**src/rtl/int_stimulus_gen_if.sv**
```systemverilog
// rtl/int_stimulus_gen_if.sv - CPU-side bus bundle for the interrupt stimulus generator
interface int_stimulus_gen_if #(
    parameter int NCH = 2
);
    logic [31:0]    macroscopic_pc;
    logic [31:0]    m_int_addr;
    logic [3:0]     m_int_byteen;
    logic [NCH-1:0] interrupt;
    logic           int_any;

    modport master (
        output macroscopic_pc,
        output m_int_addr,
        output m_int_byteen,
        input  interrupt,
        input  int_any
    );

    modport slave (
        input  macroscopic_pc,
        input  m_int_addr,
        input  m_int_byteen,
        output interrupt,
        output int_any
    );
endinterface

```
**src/rtl/int_stimulus_gen.sv**
```systemverilog
// rtl/int_stimulus_gen.sv - multi-channel PC-triggered interrupt stimulus generator
module int_stimulus_gen #(
    parameter int               NCH        = 2,
    parameter logic [NCH*32-1:0] TARGET_PC = {NCH{32'h0000300c}},
    parameter logic [31:0]      ACK_BASE   = 32'h00007f20,
    parameter int               DELAY      = 0,
    parameter int               MAX_FIRES  = 1,
    parameter logic [NCH-1:0]   PULSE_MASK = '0,
    parameter int               TIMEOUT    = 0
) (
    input  logic                clk,
    input  logic                reset,
    int_stimulus_gen_if.slave   bus,
    output logic [NCH*8-1:0]    fire_count,
    output logic [NCH-1:0]      timeout_err
);

    typedef enum logic [2:0] {
        S_IDLE,
        S_DELAY,
        S_ASSERT,
        S_LEAVE,
        S_DONE
    } state_t;

    localparam logic [7:0]  DELAY_C   = 8'(DELAY);
    localparam logic [15:0] TIMEOUT_C = 16'(TIMEOUT);
    localparam logic [31:0] MAX_C     = 32'(MAX_FIRES);

    logic [NCH-1:0] irq_vec;

    assign bus.interrupt = irq_vec;
    assign bus.int_any   = |irq_vec;

    for (genvar c = 0; c < NCH; c++) begin : g_ch
        localparam logic [31:0] TGT      = TARGET_PC[32*c +: 32];
        localparam logic [31:0] ACK_ADDR = ACK_BASE + 32'(4 * c);
        localparam logic        IS_PULSE = PULSE_MASK[c];

        state_t      state, state_nxt;
        logic [7:0]  cnt, cnt_nxt;
        logic [15:0] timer, timer_nxt;
        logic [7:0]  fires, fires_nxt, fires_inc;
        logic        terr, terr_nxt;
        logic        irq;
        logic        match, ack;

        // Word-granular compares: the low two address bits never matter.
        assign match     = (bus.macroscopic_pc & ~32'd3) == TGT;
        assign ack       = (|bus.m_int_byteen) && ((bus.m_int_addr & ~32'd3) == ACK_ADDR);
        assign fires_inc = (fires == 8'hff) ? fires : fires + 8'd1;

        // Channel sequencing: trigger, optional delay, assert, wait for PC to leave.
        always_comb begin
            state_nxt = state;
            cnt_nxt   = cnt;
            timer_nxt = timer;
            fires_nxt = fires;
            terr_nxt  = terr;
            case (state)
                S_IDLE: begin
                    if (match) begin
                        timer_nxt = '0;
                        if (DELAY_C == 8'd0) begin
                            state_nxt = S_ASSERT;
                        end else begin
                            cnt_nxt   = DELAY_C;
                            state_nxt = S_DELAY;
                        end
                    end
                end
                S_DELAY: begin
                    cnt_nxt = cnt - 8'd1;
                    if (cnt == 8'd1) begin
                        state_nxt = S_ASSERT;
                    end
                end
                S_ASSERT: begin
                    if (IS_PULSE) begin
                        fires_nxt = fires_inc;
                        state_nxt = S_LEAVE;
                    end else if (ack) begin
                        // An ack in the expiry cycle still counts as a clean fire.
                        fires_nxt = fires_inc;
                        state_nxt = S_LEAVE;
                    end else if (TIMEOUT_C != 16'd0 && timer == TIMEOUT_C - 16'd1) begin
                        terr_nxt  = 1'b1;
                        state_nxt = S_LEAVE;
                    end else begin
                        timer_nxt = timer + 16'd1;
                    end
                end
                S_LEAVE: begin
                    // Holding the PC on the target must not re-trigger the channel.
                    if (!match) begin
                        if (MAX_C != 32'd0 && {24'd0, fires} >= MAX_C) begin
                            state_nxt = S_DONE;
                        end else begin
                            state_nxt = S_IDLE;
                        end
                    end
                end
                S_DONE: begin
                    state_nxt = S_DONE;
                end
                default: begin
                    state_nxt = S_IDLE;
                end
            endcase
        end

        // Channel state, counters and the registered interrupt line.
        always_ff @(posedge clk) begin
            if (reset) begin
                state <= S_IDLE;
                cnt   <= '0;
                timer <= '0;
                fires <= '0;
                terr  <= 1'b0;
                irq   <= 1'b0;
            end else begin
                state <= state_nxt;
                cnt   <= cnt_nxt;
                timer <= timer_nxt;
                fires <= fires_nxt;
                terr  <= terr_nxt;
                irq   <= (state_nxt == S_ASSERT);
            end
        end

        assign irq_vec[c]          = irq;
        assign fire_count[8*c +: 8] = fires;
        assign timeout_err[c]      = terr;
    end

endmodule

```
**src/flat_wrapper.sv**
```systemverilog
// flat-port wrapper written by rule: the top's interface ports become plain ports
module int_stimulus_gen_flat 
#(
    parameter int               NCH        = 2,
    parameter logic [NCH*32-1:0] TARGET_PC = {NCH{32'h0000300c}},
    parameter logic [31:0]      ACK_BASE   = 32'h00007f20,
    parameter int               DELAY      = 0,
    parameter int               MAX_FIRES  = 1,
    parameter logic [NCH-1:0]   PULSE_MASK = '0,
    parameter int               TIMEOUT    = 0
)
  (clk, reset, fire_count, timeout_err, bus_macroscopic_pc, bus_m_int_addr, bus_m_int_byteen, bus_interrupt, bus_int_any);
  int_stimulus_gen_if #(.NCH(NCH)) bus_i ();
  input  logic clk;
  input  logic reset;
  output logic [NCH*8-1:0] fire_count;
  output logic [NCH-1:0] timeout_err;
  input wire logic [$bits(bus_i.macroscopic_pc)-1:0] bus_macroscopic_pc;
  input wire logic [$bits(bus_i.m_int_addr)-1:0] bus_m_int_addr;
  input wire logic [$bits(bus_i.m_int_byteen)-1:0] bus_m_int_byteen;
  output wire logic [$bits(bus_i.interrupt)-1:0] bus_interrupt;
  output wire logic [$bits(bus_i.int_any)-1:0] bus_int_any;
  assign bus_i.macroscopic_pc = bus_macroscopic_pc;
  assign bus_i.m_int_addr = bus_m_int_addr;
  assign bus_i.m_int_byteen = bus_m_int_byteen;
  assign bus_interrupt = bus_i.interrupt;
  assign bus_int_any = bus_i.int_any;
  int_stimulus_gen #(.NCH(NCH), .TARGET_PC(TARGET_PC), .ACK_BASE(ACK_BASE), .DELAY(DELAY), .MAX_FIRES(MAX_FIRES), .PULSE_MASK(PULSE_MASK), .TIMEOUT(TIMEOUT)) u_core (.clk(clk), .reset(reset), .bus(bus_i), .fire_count(fire_count), .timeout_err(timeout_err));
endmodule
```
**config.mk**
```make
export PLATFORM = sky130hd
export DESIGN_NAME = int_stimulus_gen_flat
export DESIGN_NICKNAME = d
export VERILOG_FILES = /design/src/rtl/int_stimulus_gen_if.sv /design/src/rtl/int_stimulus_gen.sv /design/src/flat_wrapper.sv
export SDC_FILE = /design/constraint.sdc
export NUM_CORES = 1
export LEC_CHECK = 0
export ABC_AREA = 1
export CAP_MARGIN = 5
export CORE_ASPECT_RATIO = 0.5
export CORE_MARGIN = 3
export CORE_UTILIZATION = 50
export DETAILED_ROUTE_END_ITERATION = 16
export PLACE_DENSITY = 0.86
export SYNTH_ARGS = -nofsm -noshare
export SYNTH_HDL_FRONTEND = slang
export SYNTH_SLANG_ARGS = --single-unit
export TNS_END_PERCENT = 1
```
**constraint.sdc**
```tcl
create_clock -name clk -period 2.85 [get_ports clk]
set_input_delay 0.7125 -clock clk [delete_from_list [all_inputs] [get_ports clk]]
set_output_delay 0.7125 -clock clk [all_outputs]
set_load 0.01 [all_outputs]
```
Word level (Yosys, flattened, before mapping) --
Cells that the tools add are included.
Word-level totals: register bits after elaboration 40, input bits 70
Cells by class: $add $sub $neg 4, multiplexer cells 12, magnitude comparators 2, reductions and logical operators 8, equal/unequal tests 17, bitwise gates (word level) 2
Operators by type and width (count):
- $eq A30 B13 Y1 const B | 2
- $eq A30 B12 Y1 const B | 1
- $mux W3 | 10
- $pmux W3 S5 | 2
- $eq A3 B2 Y1 const B | 6
- $add A8 B1 Y8 const B | 2
- $eq A8 B1 Y1 const B | 2
- $eq A8 B8 Y1 const B | 2
- $ge A8 B1 Y1 const B | 2
- $sub A8 B1 Y8 const B | 2
- $eq A3 B1 Y1 const B | 2
- $eq A3 B3 Y1 const B | 2
- $logic_not A3 Y1 | 2
- $reduce_and A3 Y1 | 2
- $reduce_or A4 Y1 | 1
- $logic_and A1 B1 Y1 | 2
- $not A1 Y1 | 2
- $reduce_or A2 Y1 | 1

Longest topological paths before layout --
depth in word-level cells 5, depth in mapped cells 10

Least setup slack after synthesis --
Ideal clock, no wire load.
kind input to register, start point input bus_m_int_addr[23], end point register u_core.g_ch[1].fires[2], stages 8, buffers on the path 0, data required time 2.718 ns, arrival 1.541 ns, path slack 1.177 ns, path through nor2_1 nand2_1 nor2_1 nand2_1 nor2_4 nand3_4 nand2_1 a21oi_1
Between the ends: cells in the longest elaborated chain, start to end 3
RTL lines:
- start, declared | RTL line flat_wrapper.sv:19 | input wire logic [$bits(bus_i.m_int_addr)-1:0] bus_m_int_addr;
- $eq A30 B13 Y1 | RTL line int_stimulus_gen.sv:50 | assign ack = (|bus.m_int_byteen) && ((bus.m_int_addr & ~32'd3) == ACK_ADDR);
- $logic_and A1 B1 Y1 | RTL line int_stimulus_gen.sv:50
- $reduce_and A3 Y1 (no source line)
- end signal, assigned | RTL line int_stimulus_gen.sv:125 | fires <= fires_nxt;
- end, declared | RTL line int_stimulus_gen.sv:43 | logic [7:0] fires, fires_nxt, fires_inc;
No other way between the ends. A chain may end at the register's enable or synchronous reset.

Worst setup path in the final report --
start point register u_core.g_ch[0].fires[2], end point output fire_count[2]
RTL lines:
- start, declared | RTL line int_stimulus_gen.sv:43
- start signal, assigned | RTL line int_stimulus_gen.sv:125
- end, declared | RTL line flat_wrapper.sv:16 | output logic [NCH*8-1:0] fire_count;
No word-level cell between the ends.

==> results_dict.tcl <==
set metrics [dict create \
    ir_drop_mv 0.333 \
    slowest_delay_ns 0.60 \
    grt_usage_pct 21.8 \
    p_per_area_nw_per_um2 345 \
    cts_sinks 40 \
    route.vias.total 3025 \
    syn_area_per_cell_um2 6.24 \
    synth_cell_types 33 \
    rsz0062_at_grt "no" \
    synthMuxAreaShare_pct 0 \
    clk_latency_ns 0.29 \
    finClkSkew_ns 0.00646 \
    synth_top_area_share_pct 28.4 \
    overflow 0 \
    first_iter_violations 208 \
    cts_root_buffer "clkbuf_16" \
    period_share_pct 72.8 \
    hold_path.class "reg -> reg" \
    critPathTopFamily "buffers and inverters" \
    power_w 0.00134 \
    io_pins 91 \
    p_clk_share_pct 47.9 \
    synthAdderAreaFrac_pct 4.44 \
    cp_data_arrival_time_ns 1.36 \
    finalWeightedCongestion 0.833 \
    dieArea_um2 6630 \
    postRouteAntennaNets 0 \
    grt_max_degree 30 \
    grt_first_pass_wirelength_um 12000 \
    cp-start-kind "flip-flop" \
    ys_ff_latch 40 \
    cts_tree "done" \
    cts_hold_buf 0 \
    post_cts_resized 0 \
    grt_pass1_vias 2817 \
    clk_path_buf_depth 2 \
    yosysTopAreaCell "dfxtp_1" \
    place_ws_ns 0.571 \
    post_cts_buffers 0 \
    area_delta_synth_final_pct 37.8 \
    max_freq_mhz 482 \
    cts_buffers 5 \
    synth-async-reset-ratio_pct 0 \
    pwr-share-seq_pct 41.7 \
    critical_path_class "reg -> out" \
    die_x_um 112 \
    syn_area_um2 2820 \
    p_comb_share_pct 10.4 \
    power.switching_w 0.000278 \
    synth-xor-area-share_pct 2.48 \
    totalWireLength_um 7110 \
    synth_edf_count 0 \
    status "finished clean" \
    wl_per_cell_um 11.7 \
    maxCapViolations 0 \
    nNetsFinal 617 \
    yosysSeqAreaShare_pct 28.4 \
    die_h_um 59.1 \
    min_period_ns 2.08 \
    drive_gt1_share_pct 5.20 \
    num_rows 18 \
    synth_top_family_by_area "simple AND/OR/NAND/NOR gates" \
    initial_utilization_pct 54.4 \
    leakagePower_nw 1.61 \
    core-area_um2 5180 \
    clkTransAtPathRegs_ns 0.06 \
    worst-path-buf-inv 1 \
    finalHoldViolCount 0 \
    switching_share_pct 20.7 \
    yosys_most_used_dff "dfxtp_1" \
    via_per_inst 4.98 \
    dr.pass1.iters 4 \
    path_cells "clkdlybuf4s50_1" \
    hpwlAfterDp_um 5440 \
    drc_errors 0 \
    antenna_found_initial 0 \
    p_int_w 0.00106 \
    cpMaxStageDelayCell "clkdlybuf4s50_1" \
    yosys-top-cells-area "dfxtp_1 (28%), nand2_1 (13%), nor2_1 (11%), inv_1 (9.6%), a21oi_1 (5.1%)" \
    synth_warnings 0 \
    fin_setup_tns_ns 0 \
    cp.required_ns 2.14 \
    syn_inst 452 \
    synth_compound_area_share_pct 9.85 \
    final_max_slew_viol_count 0 \
    htree_levels 2 \
    yosys.area_share.simple_pct 43.1 \
    cp-end-kind "primary output" \
    fin_ws_ns 0.775 \
    setup_violations 0 \
    diodes 0 \
    port_buffers 84 \
    crit_fanout 7 \
]
==> metal layers <==
metal | vias to the layer above | share of wire [%] | GRT usage [%] | routed length [µm]
li1 | 1608 | - | - | -
met1 | 1336 | 45 | 26.2 | 3190
met2 | 76 | 50 | 41.2 | 3570
met3 | 5 | 4.6 | 4.18 | 330
met4 | 0 | 0.34 | 5.31 | 24
met5 | - | 0 | 0 | 0
==> cell type report <==
class | count | area (µm²)
multi-input combinational | 330 | 1700
fill | 424 | 1290
timing repair buffer | 86 | 856
sequential | 40 | 801
inverter | 74 | 278
clock buffer | 5 | 125
tap | 70 | 87.6
clock inverter | 3 | 42.5
==> power by group through the flow <==
stage | Combinational, W | Sequential [W] | Clock (W)
floorplan | 0.0000400 | 0.000571 | 0
global placement | 0.000139 | 0.000571 | 0
detailed placement | 0.000141 | 0.000571 | 0
CTS | 0.000141 | 0.000559 | 0.000646
global route | 0.000155 | 0.000559 | 0.000665
finish | 0.000140 | 0.000559 | 0.000643
==> final timing paths <==
check | from | end | slack [ns] | cells past startpoint
max | u_core.g_ch[0].fires[2] | fire_count[2] | 0.77 | 1
min reg2reg | u_core.g_ch[1].cnt[2] | u_core.g_ch[1].cnt[2] | 0.48 | 2
max reg2reg | u_core.g_ch[0].fires[1] | u_core.g_ch[0].fires[5] | 1.30 | 7
min | u_core.g_ch[1].cnt[2] | u_core.g_ch[1].cnt[2] | 0.48 | 2
==> cells in the mapped netlist (all sizes together), types with 2 or more instances <==
library cell	n
nor4	2
clkbuf	5
nand4	24
nor3b	2
a21boi	2
nand3	30
inv	74
dfxtp	40
ha	10
a31oi	2
nand2	100
nor3	8
buf	4
and2	3
xor2	7
nand3b	3
o21ai	13
a21oi	31
nor2	88
==> sequential cells by signal, summed over array words and instances (netlist names) <==
register and count:
u_core.g_ch.state 6, u_core.g_ch.fires 16, u_core.g_ch.cnt 16, u_core.g_ch.irq 2
==> cell families after synthesis <==
group | Yosys count
adders and majority gates | 10
buffers and inverters | 83
AOI/OAI and AO/OA | 49
DFF | 40
and+or+nand+nor | 261
other | 1
xor gates and xnor gates | 8
==> cells in the final DEF, fill, tap and decap left out, types with 3 or more instances in the layout <==
cell type and n:
nand2_1 98, clkdlybuf4s50_1 84, nor2_1 82, inv_1 72
dfxtp_1 40, a21oi_1 29, nand3_1 28, nand4_1 23
o21ai_0 12, ha_1 10, xor2_1 7, nor3_1 6
clkbuf_16 5, nor2_4 4, and2_1 3, nand3b_1 3
==> worst min-delay path: stages (launching register included) <==
cell and delay (ns):
dfxtp_1 0.31, o21ai_0 0.06, a21oi_1 0.06
==> through the flow <==
stage	std cells	cell area (µm²)	hold slack, ns	utilization (%)
5_1_grt	608	3880	0.504	75.0
3_3_place_gp	600	3720	0.450	71.8
6_report	608	3880	0.479	75.0
2_1_floorplan	453	2820	0.439	-
4_1_cts	608	3880	0.483	75.0
3_5_place_dp	600	3720	0.460	71.8
Note: power is estimated with default switching activity, not from simulation.
